### src/rtl/vga_timing_driver.sv
// 640x480@60 VGA raster timing: sync, pixel request, blanked RGB.
// Outputs decode straight from the h/v counters.
module vga_timing_driver #(
  parameter int   H_SYNC   = 96,
  parameter int   H_BACK   = 48,
  parameter int   H_DISP   = 640,
  parameter int   H_FRONT  = 16,
  parameter int   H_TOTAL  = 800,
  parameter int   V_SYNC   = 2,
  parameter int   V_BACK   = 33,
  parameter int   V_DISP   = 480,
  parameter int   V_FRONT  = 10,
  parameter int   V_TOTAL  = 525,
  parameter logic SYNC_POL = 1'b0
) (
  input  logic        driver_clk,
  input  logic        sys_rst_n,
  input  logic [29:0] pixel_data,
  output logic [9:0]  pixel_xpos,
  output logic [9:0]  pixel_ypos,
  output logic        data_req,
  output logic        vga_en,
  output logic        vga_hs,
  output logic        vga_vs,
  output logic [29:0] vga_rgb,
  output logic        frame_start
);

  localparam logic [9:0] H_LAST =
    10'(H_TOTAL - 1);
  localparam logic [9:0] V_LAST =
    10'(V_TOTAL - 1);
  localparam logic [9:0] H_SW =
    10'(H_SYNC);
  localparam logic [9:0] V_SW =
    10'(V_SYNC);
  localparam logic [9:0] H_ACT_S =
    10'(H_SYNC + H_BACK);
  localparam logic [9:0] H_ACT_E =
    10'(H_SYNC + H_BACK + H_DISP);
  localparam logic [9:0] H_REQ_S =
    10'(H_SYNC + H_BACK - 1);
  localparam logic [9:0] H_REQ_E =
    10'(H_SYNC + H_BACK + H_DISP - 1);
  localparam logic [9:0] V_ACT_S =
    10'(V_SYNC + V_BACK);
  localparam logic [9:0] V_ACT_E =
    10'(V_SYNC + V_BACK + V_DISP);

  if (H_SYNC + H_BACK + H_DISP + H_FRONT
      != H_TOTAL) begin : g_h_chk
    $error("horizontal totals disagree");
  end
  if (V_SYNC + V_BACK + V_DISP + V_FRONT
      != V_TOTAL) begin : g_v_chk
    $error("vertical totals disagree");
  end

  logic [9:0] cnt_h;
  logic [9:0] cnt_v;
  logic       h_wrap;
  logic       v_wrap;
  logic       v_act;
  logic       h_act;
  logic       h_req;

  assign h_wrap = (cnt_h == H_LAST);
  assign v_wrap = (cnt_v == V_LAST);

  always_ff @(posedge driver_clk or negedge sys_rst_n) begin
    if (!sys_rst_n) begin
      cnt_h <= '0;
    end else if (h_wrap) begin
      cnt_h <= '0;
    end else begin
      cnt_h <= cnt_h + 10'd1;
    end
  end

  always_ff @(posedge driver_clk or negedge sys_rst_n) begin
    if (!sys_rst_n) begin
      cnt_v <= '0;
    end else if (h_wrap) begin
      if (v_wrap) begin
        cnt_v <= '0;
      end else begin
        cnt_v <= cnt_v + 10'd1;
      end
    end
  end

  assign v_act = (cnt_v >= V_ACT_S) &&
                 (cnt_v <  V_ACT_E);
  assign h_act = (cnt_h >= H_ACT_S) &&
                 (cnt_h <  H_ACT_E);
  // Request leads the active window by one
  // cycle to absorb the pattern register.
  assign h_req = (cnt_h >= H_REQ_S) &&
                 (cnt_h <  H_REQ_E);

  assign vga_hs = (cnt_h < H_SW) ?
                  SYNC_POL : ~SYNC_POL;
  assign vga_vs = (cnt_v < V_SW) ?
                  SYNC_POL : ~SYNC_POL;

  assign vga_en   = v_act & h_act;
  assign data_req = v_act & h_req;

  assign pixel_xpos = data_req ?
                      (cnt_h - H_REQ_S) : '0;
  assign pixel_ypos = data_req ?
                      (cnt_v - V_ACT_S) : '0;

  assign vga_rgb = vga_en ? pixel_data : '0;

  assign frame_start = (cnt_h == '0) &&
                       (cnt_v == '0);

endmodule
### config.mk
export PLATFORM = sky130hd
export DESIGN_NAME = vga_timing_driver
export DESIGN_NICKNAME = d
export VERILOG_FILES = /design/src/rtl/vga_timing_driver.sv
export SDC_FILE = /design/constraint.sdc
export NUM_CORES = 1
export LEC_CHECK = 0
export ABC_AREA = 1
export CAP_MARGIN = 20
export CORE_MARGIN = 4
export CORE_UTILIZATION = 30
export DETAILED_ROUTE_END_ITERATION = 6
export GPL_ROUTABILITY_DRIVEN = 0
export PLACE_DENSITY = 0.7
export SYNTH_ARGS = -nofsm -noshare
export SYNTH_HDL_FRONTEND = slang
export SYNTH_SLANG_ARGS = --single-unit
### constraint.sdc
create_clock -name driver_clk -period 1.9 [get_ports driver_clk]
set_clock_uncertainty 0.1 [all_clocks]
set_input_delay 0.285 -clock driver_clk [delete_from_list [all_inputs] [get_ports driver_clk]]
set_output_delay 0.285 -clock driver_clk [all_outputs]
set_load 0.05 [all_outputs]
# Word level (Yosys, flattened, before mapping)
# Index checks and enable logic that the tools add are counted.
# word_totals
input_bits,32
reg_bits,20
output_inout_bits,55
wordCells,31
# classes
reduce_logical,6
magnitude_cmp,8
n_eq_ne,2
n_mux,7
add_sub_neg,4
n_bitwise,2
# ops
cell,n
two-way mux 10 bit,4
"less-than comparator 10 bit, second input constant",3
two-way mux 30 bit,1
"adder 10 x 1 -> 10 bit, second input constant",2
"== test 10 bit, second input constant",2
"greater-or-equal comparator 10 x 8 -> 1 bit, second input constant",2
logical NOT 10 bit,2
"greater-or-equal comparator 10 x 6 -> 1 bit, second input constant",1
"less-than comparator 10 x 2 -> 1 bit, second input constant",1
"less-than comparator 10 x 7 -> 1 bit, second input constant",1
"subtractor 10 x 6 -> 10 bit, second input constant",1
"subtractor 10 x 8 -> 10 bit, second input constant",1
logical AND 1 bit,4
AND 1 bit,2
two-way mux 1 bit,2

# Depth between registers and ports, before layout
# depth
word_depth,4
depth_mapped,10
ltp_nobuf,9

# Worst setup path after synthesis
# Ideal clock, no wire load.
# synth_timing
kind,reg2out
start,register cnt_v[0]
end,output port frame_start
path_stages_with_launch,7
required_time_ns,1.515
arrival_time_ns,2.131
path_buffers,0
setup_slack_ns,-0.616
cell_sequence,dfrtp_1 -> inv_1 -> ha_1 -> nand2_1 -> nor3_1 -> nand4_1 -> nor3b_1
# synth_between
elab_chain_len,2
# synth_lines
item,line,text
start: declaration,60,logic [9:0] cnt_v;
start signal: assignment,87,cnt_v <= cnt_v + 10'd1;
logical NOT 10 bit,117,(cnt_v == '0);
logical AND 1 bit,116,assign frame_start = (cnt_h == '0) &&
end: declaration,26,output logic frame_start
# No other way between the ends.

# Final worst setup path
# layout_timing
start,register cnt_v[1]
end,output port vga_rgb[29]
# layout_between
elab_chain_len,4
word_cells_on_any_way,5
cone_classes,order compare: 2; mux: 1; bitwise: 1; reduce/logical: 1
# layout_lines
item,line,text
greater-or-equal comparator 10 x 6 -> 1 bit or less-than comparator 10 bit (tied branches),"92, 93",
logical AND 1 bit *,92,assign v_act = (cnt_v >= V_ACT_S) &&
AND 1 bit *,106,assign vga_en = v_act & h_act;
two-way mux 30 bit *,114,assign vga_rgb = vga_en ? pixel_data : '0;
end: declaration,25,"output logic [29:0] vga_rgb,"
# Mark *: on every way between the ends. The rest lies on a longest branch, timed or not.

==> reports/metrics.yaml <==
synth:
  synth.largest_area_cell: "dfrtp_1"
  netlist_instances: 315
  syn_avg_cell_area_um2: 6.09
  yosys_warnings: 0
  synth_area_leaders: "dfrtp_1, nand2_1, inv_1"
  synth_top_area_share_pct: 26.1
  ys.flop_type: "dfrtp_1"
  synth-edff-count: 0
  syn_nets: 351
  yosysSeqAreaShare_pct: 26.1
  synthArstFlopShare_pct: 100
  syn-cell-area_um2: 1920
  synth.most_common_cell: "nand2_1"
  synthTopCellsByCount: "nand2_1, inv_1, nor2_1, nor2_2"
  synth_cell_types: 20
  synth-seq-cells: 20
timing:
  finalHoldViolCount: 0
  relSlewSlack_pct: 67.9
  worstMarginPinSlew_ns: 0.478
  tns_ns: -21.08
  holdWs_ns: 0.263
  min_period_ns: 2.34
  period_share_pct: 123
  max_clock_freq_mhz: 428
  rsz0062_at_grt: "yes"
  slew_violations: 0
  setup_slack_ns: -0.439
  finalSetupViolCount: 53
grt:
  grt_max_degree: 21
  grt_pass1_wl_mm: 10.8
  grtUsageTotal_pct: 17.4
  antenna_found_initial: 0
  overflow: 0
  grt_pass1_vias: 2340
worst_setup_path:
  startpoint_type: "register"
  cp_cell_sequence: "ha_4 -> inv_4 -> nand3_4 -> nor2_2 -> nor2_1 -> nor2_2 -> nand2_4 -> clkbuf_16 -> nor2_4 -> buf_12"
  path_class: "reg -> out"
  cp_common_cell: "nor2_2"
  crit_slowest_cell: "dfrtp_1"
  arrival_ns: 1.95
  crit_family: "simple AND/OR/NAND/NOR gates"
  crit_required_ns: 1.51
  cpPeakStageDelay_ns: 0.42
  path_buf_inv: 3
  crit_fanout: 6
  end_kind: "primary output"
power:
  combPwrFrac_pct: 12.2
  p_leak_nw: 2.05
  clkPwrFrac_pct: 39.3
  seqPwrFrac_pct: 48.5
  switching_power_w: 0.000204
  powerDensity_nw_per_um2: 201
  p_int_w: 0.000673
  swShare_pct: 23.3
  irDropWorstVdd_mv: 0.260
status:
  violations: "setup timing"
  status: "finished with violations"
cts:
  hold_buffers: 0
  cts_buffer_depth: 2
  clkTransAtPathRegs_ns: 0.08
  htreeDepth: 1
  cts_buffers: 3
  worstSkewPairLatency_ns: 0.27
  cts_root_buf: "clkbuf_8"
  cts_sinks: 20
  cts_tree: "yes"
flow_run:
  drv_cap: 0
routing:
  drt-total-wl_mm: 6.95
  vias_per_cell: 4.55
  route.vias.total: 2374
  initialDrtViolationCount: 107
  drt-pass1-iter-count: 4
  antenna_left: 0
  wl_per_cell_um: 13.3
  drc_errors: 0
placed_design:
  io_buffers: 86
  pre_cts_slack_ns: -0.166
  placed_cells: 512
  dp_hpwl_mm: 5.55
finish:
  fin_util_pct: 71.8
  nFillCells: 426
  fin_nets: 484
  n_antenna_cell: 0
  drive_gt1_share_pct: 42.1
  finalNonFillerCells: 522
  areaGrowthSynthToFinish_pct: 127
die:
  coreArea_um2: 6060
  start_util_pct: 31.6
  die_h_um: 87.9
  pin_count: 87
  die_w_um: 87.9
  row_count: 28
  dieArea_um2: 7730
min_path:
  hold_class: "in -> async"
[per-layer routing]
layer / GRT usage (%) / vias up / part of all wire, %
li1: - / 1208 / -
met2: 31.2 / 99 / 48
met5: 0 / - / 0
met4: 4.60 / 0 / 1.2
met3: 2.35 / 9 / 7.9
met1: 21.7 / 1058 / 43
[cell type report]
cell class | instances | area, um2 | area share (%)
clock buffers | 4 | 55.1 | 1.27
repair buffers | 139 | 1900 | 43.8
multi-input cells | 221 | 1540 | 35.5
well taps | 75 | 93.8 | 2.16
flip-flops and latches | 20 | 503 | 11.6
inverters | 63 | 251 | 5.78
[what timing repair did]
action                     CTS  global route
cloned                       0             2
gates resized for setup     14             9
pin swaps                   11            10
setup endpoints to repair   54            54
buffers inserted             3             1
[sequential cells by signal (all words and copies together), names as in the netlist]
signal	count
cnt_v	10
cnt_h	10
[power groups by stage]
stage                     registers (W)  logic [W]  clock network (W)
after global routing           0.000425   0.000115           0.000371
after global placement         0.000434   0.000104                  0
final                          0.000425   0.000107           0.000345
after detailed placement       0.000434   0.000107                  0
after CTS                      0.000425   0.000108           0.000351
after floorplan                0.000434  0.0000297                  0
[worst paths after layout]
| check | from | end | slack [ns] | cells after the start |
|---|---|---|---|---|
| min in group driver_clk | cnt_v[7]$_DFFE_PN0P_ | cnt_v[7]$_DFFE_PN0P_ | 0.48 | 2 |
| max in group asynchronous | sys_rst_n | cnt_h[0]$_DFF_PN0_ | 1.20 | 2 |
| max reg2reg | cnt_h[5]$_DFF_PN0_ | cnt_v[1]$_DFFE_PN0P_ | 0.13 | 7 |
| min | sys_rst_n | cnt_v[6]$_DFFE_PN0P_ | 0.26 | 2 |
| min reg2reg | cnt_v[7]$_DFFE_PN0P_ | cnt_v[7]$_DFFE_PN0P_ | 0.48 | 2 |
| max | cnt_v[1]$_DFFE_PN0P_ | vga_rgb[29] | -0.44 | 10 |
[through the flow]
step           total power (W)  instance area [um2]
2_1_floorplan         0.000464                 2350
5_1_grt               0.000912                 4350
4_1_cts               0.000884                 4250
3_5_place_dp          0.000541                 4120
6_report              0.000877                 4350
3_3_place_gp          0.000537                 4120
[logic make-up (layout without fill, tap and decap cells)]
| kind of cell | Yosys count | in the layout | share of synthesized area (%) |
|---|---|---|---|
| buffers and inverters | 74 | 206 | 16.0 |
| AOI/OAI and AO/OA | 10 | 10 | 2.61 |
| and+or+nand+nor | 190 | 190 | 44.9 |
| xor gates and xnor gates | 17 | 17 | 7.77 |
| DFF | 20 | 20 | 26.1 |
| adders and majority gates | 4 | 4 | 2.61 |
[placed cells by master, fill, tap and decap left out, types with 2 or more instances in the layout]
cell / netlist / routed
a21oi_1: 2 / 2
buf_12: 0 / 58
buf_4: 1 / 42
buf_6: 2 / 6
clkbuf_16: 0 / 2
clkbuf_8: 0 / 4
clkdlybuf4s50_1: 0 / 31
clkinvlp_4: 0 / 2
dfrtp_1: 20 / 18
dfrtp_2: 0 / 2
ha_4: 0 / 3
inv_1: 63 / 58
inv_4: 0 / 3
nand2_1: 70 / 66
nand2_2: 0 / 3
nand3_1: 20 / 19
nand3_4: 0 / 2
nand4_1: 9 / 9
nor2_1: 58 / 26
nor2_2: 22 / 4
nor2_4: 1 / 51
nor3_1: 5 / 4
o21ai_0: 8 / 8
xor2_1: 17 / 17
No activity file was read; power rests on OpenSTA's default activity.
